**src/rtl/digits_to_7seg_mux.sv**
```systemverilog
// digits_to_7seg_mux: time-multiplexed driver for an N-digit common-anode
// 7-segment display. Nibbles, enable mask and decimal points are captured
// into shadow registers on load; each digit gets a slot of REFRESH_DIV mclk
// cycles whose first cycle is blanked to suppress ghosting.
// Optional: `define LEADING_ZERO_BLANK_EN darkens leading zero digits (k>0)
// unless their decimal point is set.
// Ports:
//   mclk            system clock, rising edge
//   rst             asynchronous active-high reset
//   word_in         packed nibbles, digit k = word_in[4k+3:4k], digit 0 rightmost
//   display_mask_in per-digit enable
//   dp_in           per-digit decimal point
//   load            capture word_in/display_mask_in/dp_in
//   seg             segments {g,f,e,d,c,b,a}, registered
//   an              anode enables, registered
//   dp              decimal point, registered
//   slot_tick       high on the last cycle of each slot
module digits_to_7seg_mux #(
  parameter int NUM_DIGITS  = 4,
  parameter int REFRESH_DIV = 50000,
  parameter bit ACTIVE_LOW  = 1'b1
) (
  input  logic                    mclk,
  input  logic                    rst,
  input  logic [4*NUM_DIGITS-1:0] word_in,
  input  logic [NUM_DIGITS-1:0]   display_mask_in,
  input  logic [NUM_DIGITS-1:0]   dp_in,
  input  logic                    load,
  output logic [6:0]              seg,
  output logic [NUM_DIGITS-1:0]   an,
  output logic                    dp,
  output logic                    slot_tick
);

  localparam int CW = $clog2(REFRESH_DIV);
  localparam int IW = (NUM_DIGITS > 1) ? $clog2(NUM_DIGITS) : 1;
  localparam logic [CW-1:0] CNT_LAST = CW'(REFRESH_DIV - 1);
  localparam logic [IW-1:0] IDX_LAST = IW'(NUM_DIGITS - 1);

  function automatic logic [6:0] hex7(input logic [3:0] n);
    case (n)
      4'h0: hex7 = 7'h3F;  4'h1: hex7 = 7'h06;  4'h2: hex7 = 7'h5B;  4'h3: hex7 = 7'h4F;
      4'h4: hex7 = 7'h66;  4'h5: hex7 = 7'h6D;  4'h6: hex7 = 7'h7D;  4'h7: hex7 = 7'h07;
      4'h8: hex7 = 7'h7F;  4'h9: hex7 = 7'h6F;  4'hA: hex7 = 7'h77;  4'hB: hex7 = 7'h7C;
      4'hC: hex7 = 7'h39;  4'hD: hex7 = 7'h5E;  4'hE: hex7 = 7'h79;  default: hex7 = 7'h71;
    endcase
  endfunction

  logic [4*NUM_DIGITS-1:0] sh_word;
  logic [NUM_DIGITS-1:0]   sh_mask;
  logic [NUM_DIGITS-1:0]   sh_dp;
  logic [CW-1:0]           cnt, cnt_nxt;
  logic [IW-1:0]           idx, idx_nxt;
  logic [3:0]              slot_nib, live_nib, cur_nib;
  logic                    slot_en, live_en, cur_en;
  logic                    slot_dp, live_dp, cur_dp;
  logic [NUM_DIGITS-1:0]   eff_mask;
  logic [6:0]              seg_nxt;
  logic [NUM_DIGITS-1:0]   an_nxt;
  logic                    dp_nxt;
  logic                    tick_nxt;

  // Effective per-digit enable from the shadow registers.
`ifdef LEADING_ZERO_BLANK_EN
  logic zero_above;
  always_comb begin
    eff_mask   = sh_mask;
    zero_above = 1'b1;
    for (int unsigned i = 0; i < NUM_DIGITS; i++) begin
      zero_above = zero_above & (sh_word[4*(NUM_DIGITS-1-i) +: 4] == 4'h0);
      if ((NUM_DIGITS-1-i) != 0 && zero_above && !sh_dp[NUM_DIGITS-1-i])
        eff_mask[NUM_DIGITS-1-i] = 1'b0;
    end
  end
`else
  always_comb eff_mask = sh_mask;
`endif

  // Outputs are registered, so everything below describes the cycle after
  // this edge. Cycle 0 of a slot uses the shadow directly (the slot register
  // is only being loaded on that edge); later cycles use the slot register,
  // so a load mid-slot never disturbs the digit being shown.
  always_comb begin
    cnt_nxt  = (cnt == CNT_LAST) ? '0 : cnt + 1'b1;
    idx_nxt  = idx;
    if (cnt == CNT_LAST)
      idx_nxt = (idx == IDX_LAST) ? '0 : idx + 1'b1;
    tick_nxt = (cnt_nxt == CNT_LAST);

    live_nib = '0;
    live_en  = 1'b0;
    live_dp  = 1'b0;
    for (int unsigned k = 0; k < NUM_DIGITS; k++) begin
      if (IW'(k) == idx) begin
        live_nib = sh_word[4*k +: 4];
        live_en  = eff_mask[k];
        live_dp  = sh_dp[k];
      end
    end

    cur_nib = (cnt == '0) ? live_nib : slot_nib;
    cur_en  = (cnt == '0) ? live_en  : slot_en;
    cur_dp  = (cnt == '0) ? live_dp  : slot_dp;

    seg_nxt = '0;
    an_nxt  = '0;
    dp_nxt  = 1'b0;
    if (cnt_nxt != '0 && cur_en) begin
      seg_nxt = hex7(cur_nib);
      dp_nxt  = cur_dp;
      for (int unsigned k = 0; k < NUM_DIGITS; k++)
        if (IW'(k) == idx) an_nxt[k] = 1'b1;
    end
  end

  always_ff @(posedge mclk or posedge rst) begin
    if (rst) begin
      sh_word   <= '0;
      sh_mask   <= '0;
      sh_dp     <= '0;
      cnt       <= '0;
      idx       <= '0;
      slot_nib  <= '0;
      slot_en   <= 1'b0;
      slot_dp   <= 1'b0;
      seg       <= ACTIVE_LOW ? '1 : '0;
      an        <= ACTIVE_LOW ? '1 : '0;
      dp        <= ACTIVE_LOW;
      slot_tick <= 1'b0;
    end else begin
      if (load) begin
        sh_word <= word_in;
        sh_mask <= display_mask_in;
        sh_dp   <= dp_in;
      end
      if (cnt == '0) begin
        slot_nib <= live_nib;
        slot_en  <= live_en;
        slot_dp  <= live_dp;
      end
      cnt       <= cnt_nxt;
      idx       <= idx_nxt;
      seg       <= ACTIVE_LOW ? ~seg_nxt : seg_nxt;
      an        <= ACTIVE_LOW ? ~an_nxt  : an_nxt;
      dp        <= ACTIVE_LOW ? ~dp_nxt  : dp_nxt;
      slot_tick <= tick_nxt;
    end
  end

endmodule

```
**config.mk**
```make
export PLATFORM = sky130hd
export DESIGN_NAME = digits_to_7seg_mux
export DESIGN_NICKNAME = d
export VERILOG_FILES = /design/src/rtl/digits_to_7seg_mux.sv
export SDC_FILE = /design/constraint.sdc
export NUM_CORES = 1
export LEC_CHECK = 0
export BUFFER_PORTS_ARGS = -buffer_cell sky130_fd_sc_hd__buf_4
export CAP_MARGIN = 25
export CORE_MARGIN = 2
export CORE_UTILIZATION = 40
export DETAILED_ROUTE_END_ITERATION = 16
export HOLD_SLACK_MARGIN = 0.03
export SLEW_MARGIN = 20
export SYNTH_ARGS = -nofsm -noshare
export SYNTH_HDL_FRONTEND = slang
export SYNTH_SLANG_ARGS = --single-unit
```
**constraint.sdc**
```tcl
create_clock -name mclk -period 3 [get_ports mclk]
set_clock_uncertainty 0.05 [all_clocks]
set_input_delay 0.45 -clock mclk [delete_from_list [all_inputs] [get_ports mclk]]
set_output_delay 0.45 -clock mclk [all_outputs]
set_load 0.03 [all_outputs]
```
==> impl_metrics.tcl <==
set metrics [dict create \
    status "finished, final reports clean" \
    asyncSetResetFlopFracSynth 1.00 \
    setup.worst_path.class "reg -> reg" \
    cellLeakagePower_nw 1.72 \
    fin_nets 384 \
    dieArea_um2 8580 \
    synth_seq_cells 61 \
    grt_pass1_vias 2368 \
    holdPathStages 3 \
    yosysTopAreaCell "dfrtp_1" \
    drv_cap 0 \
    drive_gt1_frac 0.372 \
    cts_tree "built" \
    cts.clk_slew.worst_paths_ps 70 \
    synth_ff_type "dfrtp_1" \
    grt.total_usage 0.172 \
    cp-start-kind "flop" \
    finalHoldViolCount 0 \
    setup_viol 0 \
    clk_latency_ps 340 \
    routedWlPerCell_um 15.2 \
    seqPwrFrac 0.480 \
    clkPwrFrac 0.423 \
    worst_pin_slew_ps 616 \
    via_per_inst 5.19 \
    initialDrtViolationCount 85 \
    yosys_warnings 0 \
    dp_hpwl_um 4780 \
    antenna_found_initial 0 \
    reg2reg_depth 8 \
    multi_input_area_um2 1540 \
    drtPass1Iterations 4 \
    p_int_mw 1.42 \
    die_w_um 92.6 \
    synth-edff-count 0 \
    synthDistinctLibCells 50 \
    rows 32 \
    rsz0062_at_grt "false" \
    report.final.slew_viol_count 0 \
    ios 40 \
    syn_nets 328 \
    p_sw_mw 0.436 \
    grt_max_degree 51 \
    cellPowerDensity_nw_per_um2 470 \
    regArea_um2 1540 \
    initial_core_util 0.411 \
    synth_area_leaders "dfrtp_1, dfstp_2, mux2_2" \
    synth_top_area_share 0.390 \
    max-clock-path-buffers 2 \
    vias 2342 \
    ctsRootBufferMaster "clkbuf_8" \
    syn_inst 288 \
    cp.arrival_ps 3090 \
    cts_sinks 61 \
    fmax_ghz 0.346 \
    peakVddDrop_mv 0.189 \
    dieHeight_um 92.6 \
    required_ps 3200 \
    combPwrFrac 0.097 \
    io_buffers 39 \
    hold_path.class "in -> reg" \
    finalPower_mw 1.86 \
    core_um2 7650 \
    wirelength_um 6830 \
    synth.avg_cell_area_um2 10.9 \
    gp_congestion 0.839 \
    setup-tns-final_ps 0 \
    h-tree-depth 3 \
    antennaDiodeCount 0 \
    syn_area_um2 3140 \
    grt_overflow 0 \
    post-route-min-period_ps 2890 \
    p_sw_frac 0.235 \
    relSlewSlack 0.587 \
    post-route-period-util 0.963 \
    ys_seq_area_frac 0.491 \
    nFillCells 685 \
    final_antenna_net_count 0 \
    grt_pass1_wl_um 11500 \
    cts_buffers 9 \
    area.growth.synth_to_final_pct 25.8 \
    end_kind "flop" \
    crit_fanout 6 \
    drcViolationCount 0 \
]
critical path, cell delays in order (launching register included):
cell and delay (ps):
dfrtp_1 380, or4_4 580, or4_4 610, nor2b_4 170, or2_4 250, ha_1 320, nor3_2 190, a211oi_2 70
o211ai_1 190
cells in the mapped netlist (2+ instances only):
cell type and number:
or4_4 2, o21ai_0 12, nand2_1 16, nor3_1 9, a211oi_1 5, nand3_1 17, ha_1 13, mux2_2 20
a221o_1 2, buf_2 3, and4_1 2, xor2_1 9, xnor2_1 4, or2_2 2, nand4_1 12, a221oi_1 5
clkbuf_1 9, or2_1 2, nor4_1 5, nor2_1 5, or3_1 6, o21ai_1 3, dfrtp_1 49, a2bb2oi_1 2
dfstp_2 12, buf_6 3, nor2b_1 7, inv_1 15, o211ai_1 3, or4_1 3, a21oi_1 12
placed cells by master, fill, tap and decap left out, types with 3 or more instances in the layout:
cell type  count
dfrtp_1       49
clkinv_2       3
a211oi_1       3
nor3_1         7
or3_1          6
ha_1          13
or2_4          3
o211ai_1       3
a211oi_2       3
inv_2          3
o21ai_0       12
dfstp_2       12
xnor2_1        4
buf_4         59
a221oi_1       3
clkbuf_8       9
nor4_1         5
nor2b_1        5
xor2_1         9
o21ai_1        3
a221oi_4       3
nor2_1         5
nand3_1       17
a21oi_1       12
or4_1          3
inv_1         13
mux2_2        20
nand4_1       12
nand2_1       16
final timing paths:
path / slack [ps] / endpoint / start
worst max-delay path: 110 / seg[3] / cnt[4]
worst min-delay path: 260 / sh_word[11] / word_in[11]
worst max register to register: 110 / seg[3] / cnt[4]
worst min register to register: 460 / eff_mask[1] / eff_mask[1]
max in group asynchronous: 1710 / seg[6] / rst
min in group asynchronous: 570 / cnt[0] / rst
repair_timing:
| item | in CTS | in global routing |
|---|---|---|
| setup buffers | 1 | 1 |
| hold buffers | 1 | 0 |
| pin swaps | 3 | 5 |
| endpoints found under the setup margin | 1 | 6 |
| hold endpoints to repair | 11 | 0 |
| gates resized for setup | 6 | 6 |
power groups by stage:
stage               clock network, mW  logic [mW]  registers (mW)
floorplan                           0      0.0989           0.914
global placement                    0       0.172           0.905
detailed placement                  0       0.173           0.905
CTS                             0.805       0.177           0.892
global route                    0.842       0.199           0.896
finish                          0.786       0.180           0.892
metal layers:
metal / up-vias / wire length (µm) / track usage / share of wire
met5: - / 0 / 0 / 0
met4: 0 / 129 / 0.0833 / 0.019
met3: 11 / 265 / 0.0293 / 0.039
met2: 49 / 3220 / 0.268 / 0.47
met1: 1125 / 3220 / 0.233 / 0.47
li1: 1157 / - / - / -
area by class of cell:
type	count	area share
flip-flops and latches	61	0.390
multi-input cells	194	0.389
repair buffers	61	0.120
clock buffers	11	0.0333
well taps	102	0.0323
clock inverters	5	0.0190
inverters	17	0.0168
flip-flops by register name (all words and copies together) (netlist names):
register	cells
eff_mask	4
idx	2
cnt	16
slot_nib	4
slot_dp	1
sh_word	16
seg	7
dp	1
slot_en	1
sh_dp	4
an	4
slot_tick	1
through the flow:
stage,hold WS (ps),setup WS [ps],area [µm²],cells,util
4_1_cts,244,4.63,3910,450,0.511
2_1_floorplan,408,20.1,3160,288,-
5_1_grt,265,5.35,3950,451,0.517
3_3_place_gp,371,95.3,3650,432,0.478
3_5_place_dp,375,18.3,3650,432,0.478
6_report,256,111,3950,451,0.517
cells by family (layout without fill, tap and decap cells):
| logic type | Yosys count | in the layout | synth area share |
|---|---|---|---|
| AOI/OAI and AO/OA | 53 | 53 | 0.124 |
| xor gates and xnor gates | 13 | 13 | 0.0363 |
| adders and majority gates | 13 | 13 | 0.0518 |
| buffers and inverters | 33 | 94 | 0.0486 |
| DFF | 61 | 61 | 0.491 |
| muxes | 20 | 20 | 0.0717 |
| and+or+nand+nor | 95 | 95 | 0.177 |
No activity file was read; power rests on OpenSTA's default activity.
